## src/rtl/instr_sequencer_if.sv

```systemverilog
// Memory-side bus of the instruction sequencer: the instruction-fetch port
// and the data-memory access port, grouped so they travel as one bundle.
interface instr_sequencer_if #(
  parameter int PC_WIDTH = 8
);
  logic [PC_WIDTH-1:0] imem_addr;
  logic                imem_req;
  logic                imem_ack;
  logic [15:0]         imem_data;
  logic                dmem_req;
  logic                dmem_we;
  logic                dmem_ack;

  // Sequencer side: issues fetch and data requests, receives acks and data
  modport master (
    output imem_addr,
    output imem_req,
    input  imem_ack,
    input  imem_data,
    output dmem_req,
    output dmem_we,
    input  dmem_ack
  );

  // Memory side: answers fetch and data requests
  modport slave (
    input  imem_addr,
    input  imem_req,
    output imem_ack,
    output imem_data,
    input  dmem_req,
    input  dmem_we,
    output dmem_ack
  );
endinterface

```

## src/rtl/instr_sequencer.sv

```systemverilog
// Multi-cycle instruction sequencer. Steps each instruction through
// FETCH, DECODE, EXEC, optional MEM and WB, owns the program counter,
// resolves jumps from the decoder's jump control and the register-A flags,
// and counts retired instructions. All request strobes are decoded from
// the registered state so they only move on clock edges.
module instr_sequencer #(
  parameter int                  PC_WIDTH = 8,
  parameter logic [PC_WIDTH-1:0] RESET_PC = '0
) (
  input  logic                clk,
  input  logic                rst_n,
  input  logic                run,
  instr_sequencer_if.master   bus,
  output logic [15:0]         instr,
  input  logic [1:0]          JCTL,
  input  logic [PC_WIDTH-1:0] jump_addr,
  input  logic                a_zero,
  input  logic                a_neg,
  input  logic                data_read,
  input  logic                data_write,
  input  logic                reg_write,
  output logic                reg_we,
  output logic [PC_WIDTH-1:0] pc,
  output logic [2:0]          state,
  output logic [15:0]         retired
);

  typedef enum logic [2:0] {
    S_IDLE   = 3'd0,
    S_FETCH  = 3'd1,
    S_DECODE = 3'd2,
    S_EXEC   = 3'd3,
    S_MEM    = 3'd4,
    S_WB     = 3'd5
  } state_t;

  state_t              r_state;
  logic [PC_WIDTH-1:0] r_pc;
  logic [15:0]         r_instr;
  logic                r_taken;
  logic [15:0]         r_retired;

  logic                w_taken;
  logic                w_mem_op;
  logic [PC_WIDTH-1:0] w_pc_inc;

  assign w_taken  = ((JCTL == 2'd1) && a_zero) ||
                    ((JCTL == 2'd2) && a_neg)  ||
                     (JCTL == 2'd3);
  assign w_mem_op = data_read || data_write;
  assign w_pc_inc = r_pc + {{(PC_WIDTH-1){1'b0}}, 1'b1};

  // Strobes decoded from the registered state; a read wins over a write
  assign bus.imem_addr = r_pc;
  assign bus.imem_req  = (r_state == S_FETCH);
  assign bus.dmem_req  = (r_state == S_MEM);
  assign bus.dmem_we   = (r_state == S_MEM) && data_write && !data_read;
  assign reg_we        = (r_state == S_WB) && reg_write;

  assign instr   = r_instr;
  assign pc      = r_pc;
  assign state   = r_state;
  assign retired = r_retired;

  // Sequencer FSM with its instruction register, jump flag, pc and retire count
  always_ff @(posedge clk) begin
    if (!rst_n) begin
      r_state   <= S_IDLE;
      r_pc      <= RESET_PC;
      r_instr   <= 16'h0000;
      r_taken   <= 1'b0;
      r_retired <= 16'h0000;
    end else begin
      case (r_state)
        S_IDLE: begin
          if (run) r_state <= S_FETCH;
        end
        S_FETCH: begin
          if (bus.imem_ack) begin
            r_instr <= bus.imem_data;
            r_state <= S_DECODE;
          end
        end
        S_DECODE: begin
          r_state <= S_EXEC;
        end
        S_EXEC: begin
          r_taken <= w_taken;
          r_state <= w_mem_op ? S_MEM : S_WB;
        end
        S_MEM: begin
          if (bus.dmem_ack) r_state <= S_WB;
        end
        S_WB: begin
          r_pc      <= r_taken ? jump_addr : w_pc_inc;
          r_retired <= r_retired + 16'd1;
          r_state   <= run ? S_FETCH : S_IDLE;
        end
        default: begin
          r_state <= S_IDLE;
        end
      endcase
    end
  end

endmodule

```

## src/flat_wrapper.sv

```systemverilog
// flat-port wrapper written by rule: the top's interface ports become plain ports
module instr_sequencer_flat 
#(
  parameter int                  PC_WIDTH = 8,
  parameter logic [PC_WIDTH-1:0] RESET_PC = '0
)
  (clk, rst_n, run, instr, JCTL, jump_addr, a_zero, a_neg, data_read, data_write, reg_write, reg_we, pc, state, retired, bus_imem_addr, bus_imem_req, bus_imem_ack, bus_imem_data, bus_dmem_req, bus_dmem_we, bus_dmem_ack);
  instr_sequencer_if #(.PC_WIDTH(PC_WIDTH)) bus_i ();
  input  logic clk;
  input  logic rst_n;
  input  logic run;
  output logic [15:0] instr;
  input  logic [1:0] JCTL;
  input  logic [PC_WIDTH-1:0] jump_addr;
  input  logic a_zero;
  input  logic a_neg;
  input  logic data_read;
  input  logic data_write;
  input  logic reg_write;
  output logic reg_we;
  output logic [PC_WIDTH-1:0] pc;
  output logic [2:0] state;
  output logic [15:0] retired;
  output wire logic [$bits(bus_i.imem_addr)-1:0] bus_imem_addr;
  output wire logic [$bits(bus_i.imem_req)-1:0] bus_imem_req;
  input wire logic [$bits(bus_i.imem_ack)-1:0] bus_imem_ack;
  input wire logic [$bits(bus_i.imem_data)-1:0] bus_imem_data;
  output wire logic [$bits(bus_i.dmem_req)-1:0] bus_dmem_req;
  output wire logic [$bits(bus_i.dmem_we)-1:0] bus_dmem_we;
  input wire logic [$bits(bus_i.dmem_ack)-1:0] bus_dmem_ack;
  assign bus_imem_addr = bus_i.imem_addr;
  assign bus_imem_req = bus_i.imem_req;
  assign bus_i.imem_ack = bus_imem_ack;
  assign bus_i.imem_data = bus_imem_data;
  assign bus_dmem_req = bus_i.dmem_req;
  assign bus_dmem_we = bus_i.dmem_we;
  assign bus_i.dmem_ack = bus_dmem_ack;
  instr_sequencer #(.PC_WIDTH(PC_WIDTH), .RESET_PC(RESET_PC)) u_core (.clk(clk), .rst_n(rst_n), .run(run), .bus(bus_i), .instr(instr), .JCTL(JCTL), .jump_addr(jump_addr), .a_zero(a_zero), .a_neg(a_neg), .data_read(data_read), .data_write(data_write), .reg_write(reg_write), .reg_we(reg_we), .pc(pc), .state(state), .retired(retired));
endmodule
```

## config.mk

```make
export PLATFORM = sky130hd
export DESIGN_NAME = instr_sequencer_flat
export DESIGN_NICKNAME = d
export VERILOG_FILES = /design/src/rtl/instr_sequencer_if.sv /design/src/rtl/instr_sequencer.sv /design/src/flat_wrapper.sv
export SDC_FILE = /design/constraint.sdc
export NUM_CORES = 1
export LEC_CHECK = 0
export BUFFER_PORTS_ARGS = -buffer_cell sky130_fd_sc_hd__buf_2
export CAP_MARGIN = 20
export CORE_MARGIN = 8
export CORE_UTILIZATION = 25
export DETAILED_ROUTE_END_ITERATION = 8
export PLACE_DENSITY = 0.57
export RECOVER_POWER = 100
export SYNTH_ARGS = -nofsm -noshare
export SYNTH_HDL_FRONTEND = slang
export SYNTH_SLANG_ARGS = --single-unit
```

## constraint.sdc

```tcl
create_clock -name clk -period 2.9 [get_ports clk]
set_input_delay 0.29 -clock clk [delete_from_list [all_inputs] [get_ports clk]]
set_output_delay 0.29 -clock clk [all_outputs]
set_load 0.02 [all_outputs]
```

* After elaboration in Yosys (flattened, before gate mapping)
Index checks and enable logic that the tools add are counted.
** Word-level totals
- Word-level logic and storage cells :: 37
- Bits in registers :: 44
** Cells by class
- Mux-type cells :: 7
- Reductions and logical operators :: 12
- $add $sub $neg :: 2
- Equality and inequality tests :: 11
** Operator list (count)
- 3-bit one-hot mux with 6 select lines :: 1
- 16-bit by 1-bit adder with 16-bit output (second input constant) :: 1
- 3-bit two-way mux :: 3
- 8-bit by 1-bit adder with 8-bit output (second input constant) :: 1
- 8-bit two-way mux :: 1
- 3-bit by 2-bit equality test with 1-bit output (second input constant) :: 2
- 3-bit equality test (second input constant) :: 2
- 1-bit logical AND :: 5
- 2-bit equality test (second input constant) :: 2
- 2-bit by 1-bit inequality test with 1-bit output (second input constant) :: 2
- 3-bit by 1-bit equality test with 1-bit output (second input constant) :: 1
- 3-bit zero test :: 1
- 1-bit logical OR :: 3
- 3-bit AND reduction :: 1
- 2-bit by 1-bit equality test with 1-bit output (second input constant) :: 1
- 1-bit two-way mux :: 2
- 2-bit inequality test (second input constant) :: 1
- 2-bit AND reduction :: 1
- 1-bit zero test :: 1

* Longest topological paths before layout
- Word-level depth :: 4
- Mapped depth :: 6
- Gate-level depth less buffers :: 5

* Worst setup path before layout
OpenSTA, ideal clock, no wires.
- Path type :: register -> output
- Start point :: register u_core.r_state[2], in the netlist u_core.state[2]
- End point :: output port bus_dmem_we
- Data arrival time :: 1.808 ns
- Path buffers :: 1
- Setup slack :: 0.802 ns
- Stages on the path, launching flop included :: 4
- Required time :: 2.610 ns
- Cells stage by stage :: dfxtp_1 > clkbuf_1 > nor3b_1 > and3b_1
** On the way
- Cells in the longest elaborated chain, start to end :: 3
** RTL lines
- start, declared :: RTL line instr_sequencer.sv:37 : state_t r_state;
- start signal, assigned :: RTL line instr_sequencer.sv:89 : r_state <= w_mem_op ? S_MEM : S_WB;
- start signal, assigned :: RTL line instr_sequencer.sv:97 : r_state <= run ? S_FETCH : S_IDLE;
- 3-bit equality test
- named net bus_dmem_req :: RTL line flat_wrapper.sv:28 : output wire logic [$bits(bus_i.dmem_req)-1:0] bus_dmem_req;
- 1-bit logical AND (2 in series) :: RTL line instr_sequencer.sv:57 : assign bus.dmem_we = (r_state == S_MEM) && data_write && !data_read;
- end, declared :: RTL line flat_wrapper.sv:29 : output wire logic [$bits(bus_i.dmem_we)-1:0] bus_dmem_we;
The timed path passes the listed nets, and every way through them passes these cells.

* Worst setup path after layout
- Start point :: register u_core.r_state[0], in the netlist u_core.state[0]
- End point :: register u_core.r_instr[10], in the netlist u_core.instr[10]
** On the way
- Cells in the longest elaborated chain, start to end :: 2
** RTL lines
- 3-bit by 1-bit equality test with 1-bit output :: RTL line instr_sequencer.sv:74 : case (r_state)
- 2-bit AND reduction (no line)
- end signal, assigned :: RTL line instr_sequencer.sv:80 : r_instr <= bus.imem_data;
- end, declared :: RTL line instr_sequencer.sv:39 : logic [15:0] r_instr;
Every way passes these cells.
A chain may end at the register's enable or synchronous reset.

==> flow_summary.json <==
{
  "rows": 33,
  "grt_pass1_wl_mm": 9.03,
  "synth-main-ff-cell": "dfxtp_1",
  "worst_path_largest_cell_delay_ps": 740,
  "rsz0062_at_grt": "no",
  "postCtsResizedCells": 0,
  "maxCapViolCount": 0,
  "synth_seq_area_share_pct": 42.6,
  "synth_edf_count": 0,
  "gp_congestion": 0.714,
  "fp.coreArea_sq_um": 8130,
  "worst_slack_ps": 817,
  "slowest_stage": "and2_0",
  "post_cts_buffers": 0,
  "dieArea_sq_um": 11400,
  "min_path_type": "input pin to register",
  "first_pass_iters": 4,
  "grt_max_degree": 38,
  "pin_count": 91,
  "wire_per_inst_um": 13.3,
  "tritoncts": "yes",
  "io_buffers": 90,
  "path_cells": "nor3b_1 > and2_0 > nand2_1 > a21oi_1",
  "synth_cell_types": 43,
  "drc_errors": 0,
  "areaGrowthSynthToFinish_pct": 24.3,
  "synth_top_area_cell": "dfxtp_1",
  "synthesis.nets": 296,
  "cts_sinks": 44,
  "die-height_um": 107,
  "grt_pass1_vias": 1817,
  "vdd_drop_max_mv": 0.250,
  "synth-seq-cells": 44,
  "final_common_cell": "clkbuf_1",
  "drt-total-wl_mm": 5.82,
  "first_iter_violations": 97,
  "yosysWarningCount": 0,
  "finalHoldViolCount": 0,
  "antennaDiodeCount": 0,
  "stdcell_count": 438,
  "arrival_ps": 2310,
  "crit_type": "register to register",
  "setup_viol": 0,
  "powerDensity_nw_per_um2": 508,
  "critPathBufInv": 0,
  "fin_crit_ps": 2080,
  "grtUsageTotal_pct": 9.72,
  "initial_core_util_pct": 25.4,
  "place_ws_ps": 1010,
  "syn_inst": 258,
  "synthTopCellsByArea": "dfxtp_1 43%, nand2_1 9.3%, a21oi_1 7.3%",
  "maxSlewViolCount": 0,
  "die_x_um": 107,
  "clockBufferDepth": 2,
  "outcome": "finished, final reports clean",
  "drtAntennaViolNets": 0,
  "nNetsFinal": 371,
  "syn-cell-area_sq_um": 2070,
  "num_vias": 1953,
  "path_clk_slew_ps": 90,
  "clock-root-buffer": "clkbuf_8",
  "async_flop_share_pct": 0,
  "dp.cells": 431,
  "antenna_found_initial": 0,
  "place_hpwl_mm": 4.32,
  "critPathTopFamily": "simple AND/OR/NAND/NOR gates",
  "fmax_ghz": 0.480,
  "overflow": 0,
  "p_leak_nw": 0.949,
  "clk_latency_ps": 300,
  "tightestPinTransition_ps": 850,
  "avgViaCountPerCell": 4.46,
  "fin_crit_sh_pct": 71.8,
  "final_util_pct": 31.6,
  "cp_max_fo": 16,
  "drive_gt1_share_pct": 13.8,
  "start_kind": "register",
  "synth.top_cell.area_share_pct": 42.6,
  "final_cell_mix": "53 x clkbuf_1, 51 x nand2_1, 44 x dfxtp_1",
  "cts_max_level": 2,
  "hold_buffers": 0,
  "critPathRequiredTime_ps": 3120,
  "maxSlewHeadroom_pct": 43.3,
  "finClkSkew_ps": 7.12,
  "tns_ps": 0,
  "cts_buffers": 5,
  "avgSynthCellArea_sq_um": 8.01,
  "worst_setup_path_end_kind": "register"
}
[final cells by class]
cell class | instances | area [sq um]
clock buffers | 5 | 68.8
clock inverters | 2 | 60.1
fillers | 905 | 5570
inverters | 5 | 18.8
multi-input cells | 187 | 1020
flip-flops and latches | 44 | 881
well taps | 105 | 131
repair buffers | 90 | 384
[where the power goes]
part	switching [W]	internal [W]	total (W)	leakage [nW]
Combinational	0.0000724	0.0000443	0.000117	0.529
Sequential	0.0000162	0.000618	0.000635	0.356
Clock	0.000214	0.000339	0.000553	0.0642
Total	0.000303	0.00100	0.00130	0.949
[cell usage after synthesis, types with 2 or more instances]
| library cell | number |
|---|---|
| nor3_1 | 4 |
| a31oi_1 | 2 |
| a211oi_1 | 2 |
| and3b_1 | 2 |
| nor4_1 | 2 |
| xnor2_1 | 3 |
| inv_1 | 4 |
| nand4_1 | 4 |
| ha_1 | 2 |
| a21oi_1 | 30 |
| xor2_1 | 4 |
| nand2_1 | 51 |
| clkbuf_1 | 10 |
| or3_1 | 6 |
| buf_4 | 8 |
| dfxtp_1 | 44 |
| nor2_1 | 18 |
| buf_2 | 2 |
| o21ai_0 | 10 |
| and2_1 | 2 |
| nand2b_1 | 6 |
| nand3_1 | 10 |
| mux2i_1 | 7 |
| and3_1 | 4 |
| nand3b_1 | 2 |
| o22ai_1 | 2 |
[metrics by stage]
step	instance area (sq um)	power, W	hold slack (ps)
final	2570	0.00130	225
after floorplan	2070	0.000725	426
after CTS	2650	0.00134	209
after detailed placement	2520	0.000774	446
after global placement	2520	0.000772	439
after global routing	2570	0.00137	213
[sequential cells by signal (all words and copies together) (netlist names)]
register,count
u_core.instr,16
u_core.retired,16
u_core.bus.imem_addr,8
u_core.state,3
u_core.r_taken,1
[worst reg2reg max path: stages (launching register included)]
cell and delay (ps):
dfxtp_1 550, nor3b_1 420, and2_0 740, nand2_1 140
a21oi_1 170
[metal layers]
layer / GRT usage, % / wire [um] / vias to the layer above
met5: 0 / 0 / -
met4: 3.02 / 58 / 0
met3: 4.02 / 410 / 5
met2: 15.5 / 2630 / 53
met1: 11.6 / 2720 / 858
li1: - / - / 1037
[path summary, 6_finish.rpt]
check / to / start / slack, ps / depth (start not counted)
setup reg to reg: u_core.instr[10]$_SDFFE_PN0P_ / u_core.state[0]$_SDFFE_PN0P_ / 820 / 4
hold / removal: u_core.instr[0]$_SDFFE_PN0P_ / bus_imem_data[0] / 230 / 3
setup / recovery: u_core.instr[10]$_SDFFE_PN0P_ / u_core.state[0]$_SDFFE_PN0P_ / 820 / 4
hold reg to reg: u_core.instr[15]$_SDFFE_PN0P_ / u_core.instr[15]$_SDFFE_PN0P_ / 460 / 2
[kinds of logic (layout without fill, tap and decap cells)]
| family | count (synthesis) | in the layout | share of synthesized area, % |
|---|---|---|---|
| adder cells (fa/ha/maj) | 2 | 2 | 1.21 |
| AO/OA/AOI/OAI | 52 | 52 | 14.2 |
| multiplexers | 7 | 7 | 3.39 |
| AND/OR/NAND/NOR | 119 | 119 | 28.8 |
| XOR/XNOR | 7 | 7 | 2.97 |
| buffers and inverters | 27 | 102 | 6.84 |
| flip-flops | 44 | 44 | 42.6 |
Note: power is estimated with default switching activity, not from simulation.
